`config.mk`:
```
export PLATFORM = sky130hd
export DESIGN_NAME = ins_loader
export DESIGN_NICKNAME = d
export VERILOG_FILES = /design/src/rtl/ins_loader.sv
export SDC_FILE = /design/constraint.sdc
export NUM_CORES = 1
export LEC_CHECK = 0
export CORE_ASPECT_RATIO = 0.5
export CORE_MARGIN = 2
export CORE_UTILIZATION = 25
export CTS_BUF_LIST = sky130_fd_sc_hd__clkbuf_2
export CTS_CLUSTER_DIAMETER = 120
export DETAILED_ROUTE_END_ITERATION = 6
export PLACE_DENSITY = 0.45
export SYNTH_ARGS = -nofsm -noshare
export SYNTH_HDL_FRONTEND = slang
export SYNTH_SLANG_ARGS = --single-unit
```
`constraint.sdc`:
```
create_clock -name clk -period 2.7 [get_ports clk]
set_input_delay 0.675 -clock clk [delete_from_list [all_inputs] [get_ports clk]]
set_output_delay 0.675 -clock clk [all_outputs]
set_load 0.01 [all_outputs]
```
`src/rtl/ins_loader.sv`:
```
`default_nettype none
// ============================================================================
// Module      : ins_loader
// Description : Boot-time loader; assembles a checksummed host byte stream
//               into 32-bit words and writes them to instruction memory.
// Revision    : 1.0 - initial release
// ============================================================================
module ins_loader #(
    parameter int ADDR_W    = 8,
    parameter int MAX_WORDS = 256
) (
    input  logic              clk,
    input  logic              rst_n,
    input  logic              start,
    input  logic              in_valid,
    input  logic [7:0]        in_data,
    output logic              in_ready,
    output logic              wr_en,
    output logic [ADDR_W+1:0] wr_addr,
    output logic [31:0]       wr_data,
    output logic              busy,
    output logic              done,
    output logic              error,
    output logic              cpu_run
);

    localparam logic [16:0] C_MAX_WORDS = 17'(MAX_WORDS);

    typedef enum logic [3:0] {
        S_IDLE   = 4'd0,
        S_CNT_HI = 4'd1,
        S_CNT_LO = 4'd2,
        S_DATA   = 4'd3,
        S_WRITE  = 4'd4,
        S_CSUM   = 4'd5,
        S_DONE   = 4'd6,
        S_ERR    = 4'd7
    } state_t;

    state_t              r_state;
    state_t              w_next;
    logic [15:0]         r_count;
    logic [7:0]          r_csum;
    logic [31:0]         r_word;
    logic [1:0]          r_byte_idx;
    // One bit wider than the address so the index can reach N without wrapping.
    logic [ADDR_W:0]     r_word_idx;
    logic [ADDR_W+1:0]   r_wr_addr;
    logic [31:0]         r_wr_data;

    logic                w_in_ready;
    logic                w_accept;
    logic [15:0]         w_cnt_new;
    logic [16:0]         w_idx_inc;
    logic                w_last_word;

    assign w_in_ready  = (r_state == S_CNT_HI) || (r_state == S_CNT_LO) ||
                         (r_state == S_DATA)   || (r_state == S_CSUM);
    assign w_accept    = w_in_ready && in_valid;
    assign w_cnt_new   = {r_count[15:8], in_data};
    assign w_idx_inc   = 17'(r_word_idx) + 17'd1;
    assign w_last_word = (w_idx_inc == {1'b0, r_count});

    always_comb begin
        w_next = r_state;
        case (r_state)
            S_IDLE:   if (start) w_next = S_CNT_HI;
            S_CNT_HI: if (w_accept) w_next = S_CNT_LO;
            S_CNT_LO: begin
                if (w_accept) begin
                    if ({1'b0, w_cnt_new} > C_MAX_WORDS) w_next = S_ERR;
                    else if (w_cnt_new == 16'd0)         w_next = S_CSUM;
                    else                                 w_next = S_DATA;
                end
            end
            S_DATA:   if (w_accept && (r_byte_idx == 2'd3)) w_next = S_WRITE;
            S_WRITE:  w_next = w_last_word ? S_CSUM : S_DATA;
            S_CSUM: begin
                if (w_accept) w_next = (in_data == r_csum) ? S_DONE : S_ERR;
            end
            S_DONE:   if (start) w_next = S_CNT_HI;
            S_ERR:    if (start) w_next = S_CNT_HI;
            default:  w_next = S_IDLE;
        endcase
    end

    always_ff @(posedge clk) begin
        if (!rst_n) begin
            r_state    <= S_IDLE;
            r_count    <= '0;
            r_csum     <= '0;
            r_word     <= '0;
            r_byte_idx <= '0;
            r_word_idx <= '0;
            r_wr_addr  <= '0;
            r_wr_data  <= '0;
        end else begin
            r_state <= w_next;
            case (r_state)
                S_CNT_HI: if (w_accept) r_count[15:8] <= in_data;
                S_CNT_LO: begin
                    if (w_accept) begin
                        r_count[7:0] <= in_data;
                        r_csum       <= '0;
                        r_word       <= '0;
                        r_byte_idx   <= '0;
                        r_word_idx   <= '0;
                    end
                end
                S_DATA: begin
                    if (w_accept) begin
                        r_word     <= {r_word[23:0], in_data};
                        r_csum     <= r_csum ^ in_data;
                        r_byte_idx <= r_byte_idx + 2'd1;
                        // Capture the write beat here so the bus holds between writes.
                        if (r_byte_idx == 2'd3) begin
                            r_wr_data <= {r_word[23:0], in_data};
                            r_wr_addr <= {r_word_idx[ADDR_W-1:0], 2'b00};
                        end
                    end
                end
                S_WRITE:  r_word_idx <= r_word_idx + 1'b1;
                default:  ;
            endcase
        end
    end

    assign in_ready = w_in_ready;
    assign wr_en    = (r_state == S_WRITE);
    assign wr_addr  = r_wr_addr;
    assign wr_data  = r_wr_data;
    assign busy     = w_in_ready || (r_state == S_WRITE);
    assign done     = (r_state == S_DONE);
    assign error    = (r_state == S_ERR);
    assign cpu_run  = (r_state == S_DONE);

endmodule
`default_nettype wire

```
==> reports/results.tsv <==
metric	value	unit
die_area	20500	µm²
grt-ovfl-total	0	
status	complete, no violations	
ys_warn_count	0	
grt_pass1_vias	4011	
grt_max_degree	69	
drt_iter0_drc	318	
p_leak	0.00191	µW
ant_nets	0	
clk_path_buf_depth	2	
switching_power	1280	µW
path_class	register to output port	
syn_to_final_growth	22.1	%
wl_met3	437	µm
clock_latency	0.62	ns
core-area	18700	µm²
drive_gt1_share	9.06	%
htree_num_levels	3	
p_int	2180	µW
diodes	0	
finalSetupViolCount	0	
synth_flop_cell	dfxtp_1	
boundaryPins	60	
finalWorstPathRequiredPeriod	2.58	ns
cts_tree	yes	
syn_area	4820	µm²
start_util	25.8	%
instances_no_fill	899	
switching_share	37.0	%
synth_edf_count	0	
slew_viol_final	0	
cp-start-kind	register	
finClkSkew	0.0561	ns
hold_viol_final	0	
dr.pass1.iters	4	
pwr_density_cell	589	nW/µm²
fin_area	5880	µm²
io_buffers	57	
yosysSeqAreaShare	42.4	%
critPathMaxFanout	9	
viasPerCell	4.58	
p_seq_share	48.3	%
hp-class	register to register	
required	2.03	ns
placed_area	5710	µm²
cts.reportedPaths.clkPinSlew	0.35	ns
worst_setup_path_end_kind	output port	
worstPathArrival	1.91	ns
drc_errors	0	
dp_hpwl	8.78	mm
period_share	95.7	%
timing.fmax	0.387	GHz
pwr-share-clk	21.7	%
wl_per_cell	15.0	µm
nNetsFinal	649	
grt_pass1_wl	21.7	mm
postSynthAreaPerCell	8.12	µm²
top_layer	met4	
ir_drop	0.204	mV
ctsRootBufferMaster	clkbuf_2	
drv_cap	0	
gp_congestion	0.761	
synth_cell_types	51	
via_count	4118	
cts_made_buffers	9	
die_x	200	µm
synthArstFlopShare	0	%
grt_antenna_before_repair	0	
postSynthCellCount	593	
share_comb_of_total_power	30.1	%
ys_seq_elements	102	
wl_met1	6.87	mm
clock-sinks	102	
place_inst	880	
track_usage	13.4	%
num_rows	35	
route.met2.wl	6.06	mm
fp.dieH	102	µm
wirelength	13.5	mm
[worst max-delay path, cell delays in order, from the launching register on]
cell and delay [ns]:
dfxtp_4 0.46, buf_4 0.18, nand2b_4 0.08, nand2_1 0.06, clkdlybuf4s50_1 0.53
[state kept, by name, indices dropped and copies added (netlist names)]
register    count
r_csum          8
r_state         3
r_word_idx      9
r_count        16
wr_data        32
r_word         24
r_byte_idx      2
wr_addr         8
[cells by family after synthesis]
logic type	synth area share (%)
AND/OR/NAND/NOR	25.8
AO/OA/AOI/OAI	21.1
flip-flops	42.4
buffers and inverters	4.88
XOR/XNOR	3.38
multiplexers	1.87
adder cells (fa/ha/maj)	0.519
other	0.0778
[layout make-up]
class	instances	area, µm²
multi-input cells	434	2560
repair buffers	84	806
fillers	2045	12800
clock buffers	9	45.0
inverters	4	15.0
well taps	259	324
flip-flops and latches	102	2050
clock inverters	7	77.6
[cells in the mapped netlist (5+ instances only)]
library cell    n  share of area (%)
a21boi_0       84                 13
a21boi_1        7                1.1
a21oi_1         7               0.73
buf_2           5               0.52
clkbuf_1       44                3.4
dfxtp_1       102                 42
mux2i_1         9                1.9
nand2_1       140                 11
nand3_1        34                3.5
nand4_1         5               0.65
nor2_1         15                1.2
nor2b_1        18                2.3
nor3_1          5               0.52
nor3b_1         8                1.2
o21ai_0        26                2.7
or3_1           6               0.78
xnor2_1         8                1.5
xor2_1          8                1.5
[through the flow]
stage	utilization (%)	worst slack (ns)	power (µW)	hold slack (ns)	setup TNS, ns
floorplan	-	0.538	2320	0.431	0
finish	31.5	0.115	3460	0.471	0
global placement	30.6	0.117	2690	0.445	0
detailed placement	30.6	0.0851	2690	0.452	0
global route	31.5	-0.000970	3690	0.432	-0.000970
CTS	31.4	0.00767	3500	0.445	0
[repair_timing]
item / in CTS / in global routing
setup buffers: 1 / 2
setup endpoints to repair: 6 / 4
gates resized for setup: 10 / 1
hold buffers: 0 / 0
[cells in the final DEF (no fill, tap or decap), types with 9 or more instances in the layout]
cell	synthesis	routed
nor2_1	15	13
mux2i_1	9	9
o21ai_0	26	26
a21boi_0	84	84
nand2_1	140	140
clkbuf_2	0	9
clkdlybuf4s50_1	0	53
nand3_1	34	34
dfxtp_1	102	99
buf_4	3	24
nor2b_1	18	18
[worst paths after layout]
| path | start | cells after the start | slack (ns) | end |
|---|---|---|---|---|
| setup reg to reg | r_word_idx[1]$_SDFFE_PN0P_ | 6 | 0.45 | r_state[1]$_SDFFE_PN0P_ |
| hold / removal | r_word[14]$_SDFFE_PN0P_ | 2 | 0.47 | wr_data[22]$_SDFFE_PN0P_ |
| hold reg to reg | r_word[14]$_SDFFE_PN0P_ | 2 | 0.47 | wr_data[22]$_SDFFE_PN0P_ |
| setup / recovery | r_state[1]$_SDFFE_PN0P_ | 4 | 0.12 | in_ready |
[metal layers]
metal,global-route usage [%],vias to the layer above
met3,2.61,5
met5,0,-
met4,2.91,0
li1,-,2104
met2,21.8,60
met1,18.4,1949
[power groups by stage]
stage / logic (µW) / registers [µW] / clock network (µW)
6_report: 1040 / 1670 / 750
3_5_place_dp: 999 / 1700 / 0
3_3_place_gp: 1000 / 1690 / 0
2_1_floorplan: 666 / 1660 / 0
4_1_cts: 1020 / 1680 / 796
5_1_grt: 1150 / 1680 / 860
No activity file was read; power rests on OpenSTA's default activity.
